[src/rtl/alu_operand_stage_pkg.sv]
// Shared widths, ALUOp encodings and the immediate-extension helper
// for the operand-fetch stage that feeds the 32-bit ALU.
package alu_operand_stage_pkg;

  localparam int DATA_W     = 32;
  localparam int REG_N      = 32;
  localparam int REG_ADDR_W = $clog2(REG_N);
  localparam int OP_W       = 3;
  localparam int IMM_W      = 16;

  localparam logic [REG_ADDR_W-1:0] ZERO_REG = '0;

  typedef enum logic [OP_W-1:0] {
    ALU_ADD = 3'b000,
    ALU_SUB = 3'b001,
    ALU_AND = 3'b010,
    ALU_OR  = 3'b011,
    ALU_SRL = 3'b100,
    ALU_SRA = 3'b101
  } alu_op_e;

  function automatic logic [DATA_W-1:0] extendImm(input logic [IMM_W-1:0] imm,
                                                  input logic              signExt);
    return signExt ? {{(DATA_W-IMM_W){imm[IMM_W-1]}}, imm}
                   : {{(DATA_W-IMM_W){1'b0}}, imm};
  endfunction

endpackage

[src/rtl/alu_operand_stage_if.sv]
// Instruction-in / operands-out / writeback bundle of the operand stage.
// The stage itself uses the slave view; whatever drives it uses master.
interface alu_operand_stage_if;
  import alu_operand_stage_pkg::*;

  logic                  in_valid;
  logic                  in_ready;
  logic [REG_ADDR_W-1:0] rs;
  logic [REG_ADDR_W-1:0] rt;
  logic [REG_ADDR_W-1:0] rd_in;
  logic [IMM_W-1:0]      imm16;
  logic                  use_imm;
  logic                  ext_sign;
  logic [OP_W-1:0]       alu_op_in;
  logic                  wb_en;
  logic [REG_ADDR_W-1:0] wb_addr;
  logic [DATA_W-1:0]     wb_data;
  logic                  flush;
  logic                  out_valid;
  logic                  out_ready;
  logic [DATA_W-1:0]     A;
  logic [DATA_W-1:0]     B;
  logic [OP_W-1:0]       ALUOp;
  logic [REG_ADDR_W-1:0] rd_out;

  modport master (
    output in_valid, rs, rt, rd_in, imm16, use_imm, ext_sign, alu_op_in,
           wb_en, wb_addr, wb_data, flush, out_ready,
    input  in_ready, out_valid, A, B, ALUOp, rd_out
  );

  modport slave (
    input  in_valid, rs, rt, rd_in, imm16, use_imm, ext_sign, alu_op_in,
           wb_en, wb_addr, wb_data, flush, out_ready,
    output in_ready, out_valid, A, B, ALUOp, rd_out
  );

endinterface

[src/rtl/alu_operand_stage_grf.sv]
// 32x32 general register file: one write port, two combinational read ports
// with write-first bypass; register 0 is hard-wired to zero.
module alu_operand_stage_grf
  import alu_operand_stage_pkg::*;
(
  input  logic                  clk,
  input  logic                  rst_n,
  input  logic                  wb_en_i,
  input  logic [REG_ADDR_W-1:0] wb_addr_i,
  input  logic [DATA_W-1:0]     wb_data_i,
  input  logic [REG_ADDR_W-1:0] rs_addr_i,
  input  logic [REG_ADDR_W-1:0] rt_addr_i,
  output logic [DATA_W-1:0]     rs_data_o,
  output logic [DATA_W-1:0]     rt_data_o
);

  logic [DATA_W-1:0] regs_q [REG_N];
  logic              wrActive;

  assign wrActive = wb_en_i && (wb_addr_i != ZERO_REG);

  // Entry 0 is never written, so it stays at its reset value of zero.
  always_ff @(posedge clk or negedge rst_n) begin
    if (!rst_n) begin
      for (int i = 0; i < REG_N; i++) begin
        regs_q[i] <= '0;
      end
    end else if (wrActive) begin
      regs_q[wb_addr_i] <= wb_data_i;
    end
  end

  assign rs_data_o = (wrActive && wb_addr_i == rs_addr_i) ? wb_data_i : regs_q[rs_addr_i];
  assign rt_data_o = (wrActive && wb_addr_i == rt_addr_i) ? wb_data_i : regs_q[rt_addr_i];

endmodule

[src/rtl/alu_operand_stage.sv]
// Operand-fetch stage: reads the GRF, forms A/B, and holds them in a single
// valid/ready pipeline register (with flush) in front of the ALU.
module alu_operand_stage
  import alu_operand_stage_pkg::*;
(
  input  logic                clk,
  input  logic                rst_n,
  alu_operand_stage_if.slave  bus
);

  logic [DATA_W-1:0]     rsData;
  logic [DATA_W-1:0]     rtData;
  logic [DATA_W-1:0]     immExt;
  logic [DATA_W-1:0]     opBNext;
  logic                  inReady;
  logic                  accept;

  logic                  valid_q, valid_d;
  logic [DATA_W-1:0]     opA_q, opA_d;
  logic [DATA_W-1:0]     opB_q, opB_d;
  logic [OP_W-1:0]       aluOp_q, aluOp_d;
  logic [REG_ADDR_W-1:0] rd_q, rd_d;

  alu_operand_stage_grf u_grf (
    .clk       (clk),
    .rst_n     (rst_n),
    .wb_en_i   (bus.wb_en),
    .wb_addr_i (bus.wb_addr),
    .wb_data_i (bus.wb_data),
    .rs_addr_i (bus.rs),
    .rt_addr_i (bus.rt),
    .rs_data_o (rsData),
    .rt_data_o (rtData)
  );

  assign immExt  = extendImm(bus.imm16, bus.ext_sign);
  assign opBNext = bus.use_imm ? immExt : rtData;

  assign inReady = !valid_q || bus.out_ready;
  assign accept  = bus.in_valid && inReady && !bus.flush;

  // Flush is applied last so it overrides both a new accept and a held payload.
  always_comb begin
    valid_d = valid_q && !bus.out_ready;
    opA_d   = opA_q;
    opB_d   = opB_q;
    aluOp_d = aluOp_q;
    rd_d    = rd_q;
    if (accept) begin
      valid_d = 1'b1;
      opA_d   = rsData;
      opB_d   = opBNext;
      aluOp_d = bus.alu_op_in;
      rd_d    = bus.rd_in;
    end
    if (bus.flush) begin
      valid_d = 1'b0;
    end
  end

  always_ff @(posedge clk or negedge rst_n) begin
    if (!rst_n) begin
      valid_q <= 1'b0;
      opA_q   <= '0;
      opB_q   <= '0;
      aluOp_q <= '0;
      rd_q    <= '0;
    end else begin
      valid_q <= valid_d;
      opA_q   <= opA_d;
      opB_q   <= opB_d;
      aluOp_q <= aluOp_d;
      rd_q    <= rd_d;
    end
  end

  assign bus.in_ready  = inReady;
  assign bus.out_valid = valid_q;
  assign bus.A         = opA_q;
  assign bus.B         = opB_q;
  assign bus.ALUOp     = aluOp_q;
  assign bus.rd_out    = rd_q;

endmodule

[src/flat_wrapper.sv]
// flat-port wrapper written by rule: the top's interface ports become plain ports
module alu_operand_stage_flat import alu_operand_stage_pkg::*;
  (clk, rst_n, bus_in_valid, bus_rs, bus_rt, bus_rd_in, bus_imm16, bus_use_imm, bus_ext_sign, bus_alu_op_in, bus_wb_en, bus_wb_addr, bus_wb_data, bus_flush, bus_out_ready, bus_in_ready, bus_out_valid, bus_A, bus_B, bus_ALUOp, bus_rd_out);
  alu_operand_stage_if bus_i ();
  input  logic clk;
  input  logic rst_n;
  input wire logic [$bits(bus_i.in_valid)-1:0] bus_in_valid;
  input wire logic [$bits(bus_i.rs)-1:0] bus_rs;
  input wire logic [$bits(bus_i.rt)-1:0] bus_rt;
  input wire logic [$bits(bus_i.rd_in)-1:0] bus_rd_in;
  input wire logic [$bits(bus_i.imm16)-1:0] bus_imm16;
  input wire logic [$bits(bus_i.use_imm)-1:0] bus_use_imm;
  input wire logic [$bits(bus_i.ext_sign)-1:0] bus_ext_sign;
  input wire logic [$bits(bus_i.alu_op_in)-1:0] bus_alu_op_in;
  input wire logic [$bits(bus_i.wb_en)-1:0] bus_wb_en;
  input wire logic [$bits(bus_i.wb_addr)-1:0] bus_wb_addr;
  input wire logic [$bits(bus_i.wb_data)-1:0] bus_wb_data;
  input wire logic [$bits(bus_i.flush)-1:0] bus_flush;
  input wire logic [$bits(bus_i.out_ready)-1:0] bus_out_ready;
  output wire logic [$bits(bus_i.in_ready)-1:0] bus_in_ready;
  output wire logic [$bits(bus_i.out_valid)-1:0] bus_out_valid;
  output wire logic [$bits(bus_i.A)-1:0] bus_A;
  output wire logic [$bits(bus_i.B)-1:0] bus_B;
  output wire logic [$bits(bus_i.ALUOp)-1:0] bus_ALUOp;
  output wire logic [$bits(bus_i.rd_out)-1:0] bus_rd_out;
  assign bus_i.in_valid = bus_in_valid;
  assign bus_i.rs = bus_rs;
  assign bus_i.rt = bus_rt;
  assign bus_i.rd_in = bus_rd_in;
  assign bus_i.imm16 = bus_imm16;
  assign bus_i.use_imm = bus_use_imm;
  assign bus_i.ext_sign = bus_ext_sign;
  assign bus_i.alu_op_in = bus_alu_op_in;
  assign bus_i.wb_en = bus_wb_en;
  assign bus_i.wb_addr = bus_wb_addr;
  assign bus_i.wb_data = bus_wb_data;
  assign bus_i.flush = bus_flush;
  assign bus_i.out_ready = bus_out_ready;
  assign bus_in_ready = bus_i.in_ready;
  assign bus_out_valid = bus_i.out_valid;
  assign bus_A = bus_i.A;
  assign bus_B = bus_i.B;
  assign bus_ALUOp = bus_i.ALUOp;
  assign bus_rd_out = bus_i.rd_out;
  alu_operand_stage u_core (.clk(clk), .rst_n(rst_n), .bus(bus_i));
endmodule
[config.mk]
export PLATFORM = sky130hd
export DESIGN_NAME = alu_operand_stage_flat
export DESIGN_NICKNAME = d
export VERILOG_FILES = /design/src/rtl/alu_operand_stage_pkg.sv /design/src/rtl/alu_operand_stage_if.sv /design/src/rtl/alu_operand_stage_grf.sv /design/src/rtl/alu_operand_stage.sv /design/src/flat_wrapper.sv
export SDC_FILE = /design/constraint.sdc
export NUM_CORES = 2
export LEC_CHECK = 0
export CORE_AREA = 2 2 344 346
export DETAILED_ROUTE_END_ITERATION = 8
export DIE_AREA = 0 0 346 348
export HOLD_SLACK_MARGIN = 0.12
export PLACE_DENSITY = 0.65
export SYNTH_ARGS = -nofsm -noshare
export SYNTH_HDL_FRONTEND = slang
export SYNTH_HIERARCHICAL = 1
export SYNTH_SLANG_ARGS = --single-unit
[constraint.sdc]
create_clock -name clk -period 2.9 [get_ports clk]
set_clock_uncertainty 0.05 [all_clocks]
set_input_delay 0.29 -clock clk [delete_from_list [all_inputs] [get_ports clk]]
set_output_delay 0.29 -clock clk [all_outputs]
set_load 0.01 [all_outputs]
==> key figures <==
Floorplan
  • Die width: 346 um
  • Die ar.: 120,000 um2
  • Core area: 117,000 um2
  • Cell Rows: 126
  • Die Span Y: 348 um
  • Initial core utilization: 0.486
  • Ports: 153

Worst setup path
  • CP Launch Point: u_core/u_grf/regs_q[862]
  • Critical path depth in cells: 6
  • Top cell family by delay on the critical path: multiplexers
  • WP data arrival: 2.99 ns
  • R2R cell count: 6
  • CP peak stage delay: 0.48 ns
  • Critical Path RT: 3.46 ns
  • RR Endpoint: u_core/bus.A[30]
  • Critical Path Most Common Cell: mux4_2
  • WS Path Type: flip-flop to flip-flop
  • CP Launch Type: flip-flop
  • Worst path slowest cell: mux4_2
  • Worst-path maximum fanout: 3
  • Reg2Reg Setup Slack: 0.47 ns
  • CP Buf/Inv Count: 0
  • Critical Path End Type: flip-flop
  • R2r startpoint: u_core/u_grf/regs_q[862]
  • CP cell instances: mux4_2, mux4_2, nand2_1, nand3_1, mux2_2, mux2_4
  • Crit path to: u_core/bus.A[30]

Clock tree
  • CTS resizes: 0
  • # clock sinks: 1,097
  • Clock transition at path regs: 0.06 ns
  • Hold Buf Count CTS: 9
  • Post-CTS Setup Bufs: 0
  • Clock root buffer: clkbuf_16
  • Latest clock arrival within the worst-skew pair: 0.73 ns
  • Num CTS Buffers: 116
  • H-tree depth: 3
  • TritonCTS clock tree: built
  • CTS Buffer Depth: 3

Placement
  • DP Worst Slack: -0.0291 ns
  • Number of port buffers: 152
  • RePlAce Congestion: 0.854
  • Final HPWL DP: 118,000 um
  • Cell Area, Placed: 62,600 um2
  • Placed cell count: 5,276

Timing
  • Tmin final: 2.43 ns
  • Final worst path period share: 0.839
  • RSZ-0062 raised after global routing: no
  • Least-Margin Pin Slew: 0.861 ns
  • Hold Vio Cnt, Final: 0
  • Final TNS setup: 0 ns
  • Final setup viols: 0
  • Maximum clock frequency: 0.411 GHz
  • Final setup margin: 0.467 ns
  • Rel. slew slack: 0.424
  • Slew Limit Fails: 0

Power and ir drop
  • Peak VDD IR: 0.465 mV
  • Final Power: 45,100 uW
  • Cell Pwr Density: 678 nW/um2
  • Clk pwr share: 0.338
  • Switching Fraction: 0.270
  • Comb pwr share: 0.207
  • Pint: 33,000 uW
  • Static Leak: 0.0288 uW
  • Net Sw Power: 12,200 uW
  • Register share of total power: 0.455

Global route
  • Overall routing resource usage: 0.310
  • Largest net degree at the start of global routing: 107
  • Vias in the first global route: 37,647
  • First-pass GRT wire length: 271,000 um
  • GRT overflow: 0
  • Initial antenna violation count: 4

Logic synthesis
  • Synth Area in Adders: 0
  • Cells after synthesis: 3,695
  • Synth Area per Inst: 15.4 um2
  • Post-synthesis compound-gate area fraction: 0.0356
  • Prevailing post-synth register cell: dfrtp_1
  • Syn_nets: 3,774
  • Largest family of logic cells by synthesized area: multiplexers
  • Post-Synth Simple-Gate Area: 0.0201
  • Ys async rst share: 1.00
  • Post-synthesis xor/xnor area fraction: 0.00154
  • EDFF count, synth: 0
  • Post-synthesis mux area share: 0.422
  • Library cells used by synthesis: 46
  • Cell area after synthesis: 56,900 um2
  • Ys Warns: 6
  • Post-synthesis sequential area ratio: 0.482
  • Register bit total from synthesis: 1,097

Finish
  • Layout cells sized above 1: 0.450
  • Fill cells: 9,111
  • Finished Layout Cells: 5,488
  • Area Growth Syn to Fin: 17.0%
  • Design area: 66,600 um2
  • Post-layout nets: 3,946
  • Ant diodes: 0

Detailed routing
  • DRT iter0 DRCs: 4,101
  • Residual DRC: 0
  • Vias/cell: 6.77
  • Drt pass-1 iters: 5
  • Antenna violation net count after detailed routing: 0
  • WL per Instance: 33.8 um
  • Vias: 37,159
  • Total Routed Length: 185,000 um

Job
  • Max-cap violation count: 0

Status
  • Outcome: complete, no violations

Min path
  • Hold Crit Class: primary input to flip-flop
==> final cells by class <==
cell class,count,area (um2),share of cell area
multi-input cells,2153,27500,0.413
flip-flops and latches,1097,27500,0.412
repair buffers,479,5730,0.0861
clock buffers,172,3430,0.0515
well taps,1536,1920,0.0289
clock inverters,31,434,0.00652
inverters,20,75.1,0.00113
==> cell usage after synthesis (2+ instances only) <==
master	number	area share
xnor2_1	6	0.00092
a211oi_1	2	0.00026
a221oi_1	2	0.00031
buf_6	21	0.0042
mux2_1	363	0.072
clkbuf_1	221	0.015
mux2_4	70	0.018
buf_1	51	0.0034
o21ai_0	16	0.0014
nand3b_1	7	0.00092
nor3b_1	4	0.00053
nand3_1	11	0.00097
mux4_2	511	0.20
inv_1	18	0.0012
buf_12	7	0.0025
or3_1	3	0.00033
nand2_1	83	0.0055
dfrtp_1	1097	0.48
or4_1	62	0.0082
buf_2	88	0.0077
or3b_1	2	0.00031
nor2b_1	3	0.00033
inv_2	2	0.00013
o22ai_1	248	0.027
nor2_1	24	0.0016
o21ai_1	62	0.0055
xor2_1	4	0.00062
mux2_2	648	0.13
mux2i_1	6	0.0011
buf_4	36	0.0047
and2_1	2	0.00022
==> state kept, by name, summed over array words and instances (netlist names) <==
name / cells
u_core/u_grf/regs_q: 1024
u_core/bus.A: 32
u_core/bus.B: 32
u_core/bus.rd_out: 5
u_core/bus.ALUOp: 3
u_core/bus.out_valid: 1
==> cell families (layout without fill, tap and decap cells) <==
logic type      count (synthesis)  after routing
mux                          1598           1598
simple gates                  209            209
xor+xnor                       10             10
compound gates                336            336
flops                        1097           1097
buf+inv                       445            702
==> per-stage QoR <==
| stage | hold WS [ns] | utilization |
|---|---|---|
| floorplan | -0.0556 | - |
| global placement | 0.245 | 0.535 |
| detailed placement | 0.240 | 0.535 |
| CTS | 0.122 | 0.569 |
| finish | 0.159 | 0.569 |
| global route | 0.146 | 0.569 |
==> worst min path at each step <==
stage	from	cells past startpoint	endpoint	slack, ns
after global placement	rst_n	1	u_core/bus.rd_out[0]	0.25
after detailed placement	rst_n	1	u_core/bus.rd_out[0]	0.24
after CTS	bus_alu_op_in[2]	2	u_core/bus.ALUOp[2]	0.12
final	bus_alu_op_in[2]	2	u_core/bus.ALUOp[2]	0.16
after global routing	bus_alu_op_in[2]	2	u_core/bus.ALUOp[2]	0.15
after floorplan	rst_n	0	u_core/bus.ALUOp[0]	-0.06
==> layer usage <==
| metal | GRT usage | part of all wire | wire (um) |
|---|---|---|---|
| met2 | 0.470 | 0.46 | 85100 |
| met4 | 0.0879 | 0.027 | 5090 |
| met5 | 0 | 0.00020 | 38 |
| met3 | 0.0683 | 0.094 | 17300 |
| met1 | 0.453 | 0.42 | 77800 |
==> power by group through the flow <==
stage / Sequential, uW / Combinational [uW] / Clock, uW
floorplan: 19900 / 6420 / 0
global placement: 20500 / 9180 / 0
detailed placement: 20700 / 9320 / 0
CTS: 20400 / 9370 / 15400
global route: 20900 / 9900 / 16100
finish: 20500 / 9360 / 15200
==> cell usage in the layout, fill, tap and decap left out, types with 9 or more instances in the layout <==
master and count:
inv_1 18, mux2_2 648, nor2_4 16, nand2_2 12, clkbuf_1 29, clkbuf_8 23, mux2_4 70, dfrtp_1 1097
nand2_1 64, buf_12 137, o21ai_0 16, o21ai_1 62, clkdlybuf4s50_1 146, or4_1 62, buf_4 182, clkinv_2 12
clkbuf_16 120, mux2_1 363, mux4_2 511, o22ai_1 248, bufinv_16 9
Note: power is estimated with default switching activity, not from simulation.
==> patch, RTL diff (same settings) <==
Set the package constant `ZERO_REG` to 1 (it was '0).
--- a/src/rtl/alu_operand_stage_pkg.sv
+++ b/src/rtl/alu_operand_stage_pkg.sv
@@ -8,7 +8,7 @@
   localparam int OP_W       = 3;
   localparam int IMM_W      = 16;
 
-  localparam logic [REG_ADDR_W-1:0] ZERO_REG = '0;
+  localparam logic [REG_ADDR_W-1:0] ZERO_REG = 1;
 
   typedef enum logic [OP_W-1:0] {
     ALU_ADD = 3'b000,
Formal check against the unedited RTL: not equivalent (Yosys sat finds a counterexample within 4 cycles, from zero or initial values and one cycle with rst_n low).
==> patch against the original RTL <==
Final cell count increased by 0.66%. Cell area about the same. Largest cell class unchanged. Sequential share of layout area about the same. Sequential cell count unchanged. Power increased by 0.38%. Highest routed layer unchanged. Worst setup slack got worse by 0.074 ns. Register-to-register slack improved by 0.05 ns. Wire length decreased by 0.33%. Non-clock buffer count increased by 13. First-iteration DRC count decreased by 5.1%. Maximum frequency decreased by 3.0%. Utilization about the same. Area after synthesis decreased by 0.12%.
==> patch: results (changes against the original RTL) <==
GRT:
- The overall fraction of global-route tracks in use is 31.0% (about the same).
- The wire length of the first global-routing pass is 272000 um (was 271000 um).
- The maximum number of pins on one net before global-route repair is 114 (was 107).
- The number of antenna violations at the first check in global routing is 2 (was 4).
- The number of global-route vias before repair was 38.1k (was 37.6k).

Placed design:
- The total placed cells including tap cells is 5291 (was 5276).
- The half-perimeter wire length of the detailed placement result is 116000 um (was 118000 um).
- The global placement routability congestion is 0.832 (was 0.854).
- The total placed instance area is 0.0625 mm2 (was 0.0626 mm2).

Clock tree:
- The total CTS buffers is 118 (was 116).
- The later-pin clock latency in the skew report is 0.73 ns (about the same).

Status:
- Outcome: completed (unchanged).

Finish:
- The filler cell count in the final layout was 9122 (was 9111).
- The net count reported at finish is 3963 (was 3946).
- The fraction of layout instances using a drive strength above 1 is 54.6% (was 45.0%).

Critical path:
- The largest fanout of any net on the critical path is 6 (was 3).
- The data required time of the critical path was 3.45 ns (was 3.46 ns).
- The register-to-register setup slack is 0.52 ns (was 0.47 ns).
- The start of the worst register-to-register path is u_core/u_grf/regs_q[542]$_DFFE_PN0P_ (was u_core/u_grf/regs_q[862]$_DFFE_PN0P_).
- The start point of the critical path is bus_rt[3] (was u_core/u_grf/regs_q[862]$_DFFE_PN0P_).

Logic synthesis:
- The fraction of the yosys area taken by sequential cells is 48.3% (was 48.2%).
- Dominant cells by area after synthesis: dfrtp_1 (48%), mux4_2 (20%), mux2_2 (20%) (was dfrtp_1 (48%), mux4_2 (20%), mux2_2 (13%)).
- The prevailing post-synth register cell is dfrtp_1 (unchanged).
- The number of distinct standard cells referenced by the synthesized netlist is 39 (was 46).
- The post-synthesis cell count is 3696 (was 3695).
- The top-area cell type share of the netlist area was 48.3% (was 48.2%).
- The number of nets produced by synthesis is 3775 (was 3774).
- Most frequent cells after synthesis: dfrtp_1 (1097), mux2_2 (1012), mux4_2 (510), o22ai_1 (248), clkbuf_1 (238) (was dfrtp_1 (1097), mux2_2 (648), mux4_2 (511), mux2_1 (363), o22ai_1 (248)).

Hold path:
- The startpoint of the most critical hold path is bus_flush (was bus_alu_op_in[2]).
- The path class of the lowest-slack min-delay path is in2reg (unchanged).

Pwr:
- The leakage power summed over all cells came to 28.6 nW (was 28.8 nW).
- The power density over the cells was 681 mW/mm2 (was 678 mW/mm2).
- The highest ir drop seen on vdd came to 539 uV (was 465 uV).

STA:
- The worst-case headroom to the max-slew limit is 24.1% (was 42.4%).
- The worst-case hold slack is 0.152 ns (was 0.159 ns).

Drt:
- The via density per instance is 6.69 (was 6.77).
- The total number of vias is 36.9k (was 37.2k).
- The final routed wirelength across all metal layers is 185000 um (about the same).
- The number of violations reported at the end of detailed-routing iteration 0 was 3891 (was 4101).
- The number of iterations in the first detailed-routing pass is 5 (unchanged).
-- patch: worst paths after layout --
kind                                                   endpoint  depth (start not counted)
setup / recovery                   u_core/bus.B[27]$_DFFE_PN0P_                         11
hold / removal                   u_core/bus.out_valid$_DFF_PN0_                          2
setup reg to reg                   u_core/bus.B[30]$_DFFE_PN0P_                          8
hold reg to reg            u_core/u_grf/regs_q[974]$_DFFE_PN0P_                          0
max in group asynchronous  u_core/u_grf/regs_q[859]$_DFFE_PN0P_                          3
min in group asynchronous  u_core/u_grf/regs_q[897]$_DFFE_PN0P_                          3
-- patch: stage by stage --
stage	worst slack (ns)	TNS, ns
6_report	0.393	0
5_1_grt	0.383	0
4_1_cts	0.473	0
3_5_place_dp	-0.293	-4.92
3_3_place_gp	-0.269	-4.11
2_1_floorplan	0.478	0
-- patch: per-layer routing --
metal / wire length, um / GRT usage, %
met1: 76900 / 43.7
met2: 87300 / 48.6
met3: 13800 / 5.30
met4: 6800 / 11.3
met5: 11 / 0
-- patch: what timing repair did --
action | CTS | global route
hold buffers | 9 | 0
endpoints found under the hold margin | 1011 | 0
resized for setup | 0 | 0
-- patch: critical path: stages --
cell and delay [ns]:
clkdlybuf4s50_1 0.54, buf_4 0.21, inv_1 0.12, or3_2 0.56
buf_4 0.22, o22ai_1 0.31, or4_1 0.23, o21ai_0 0.11
inv_1 0.07, o21ai_0 0.10, mux2_4 0.29
-- patch: cells by family after synthesis --
family	after synthesis	share of synthesized area, %
AO/OA/AOI/OAI	335	3.55
flip-flops	1097	48.3
AND/OR/NAND/NOR	209	2.03
XOR/XNOR	10	0.154
buffers and inverters	445	3.72
multiplexers	1600	42.2
-- patch: area by class of cell --
| class | instances | area share [%] |
|---|---|---|
| multi-input cells | 2154 | 41.4 |
| flip-flops and latches | 1097 | 41.2 |
| repair buffers | 492 | 8.52 |
| clock buffers | 180 | 5.27 |
| well taps | 1536 | 2.89 |
| clock inverters | 43 | 0.604 |
| inverters | 21 | 0.118 |
| diodes | 1 | 0.00376 |
-- patch: where the power goes --
part	total [mW]	internal (mW)	switching [mW]
logic	9.59	5.99	3.61
clock network	15.2	8.69	6.49
registers	20.5	18.3	2.25
total	45.3	33.0	12.4
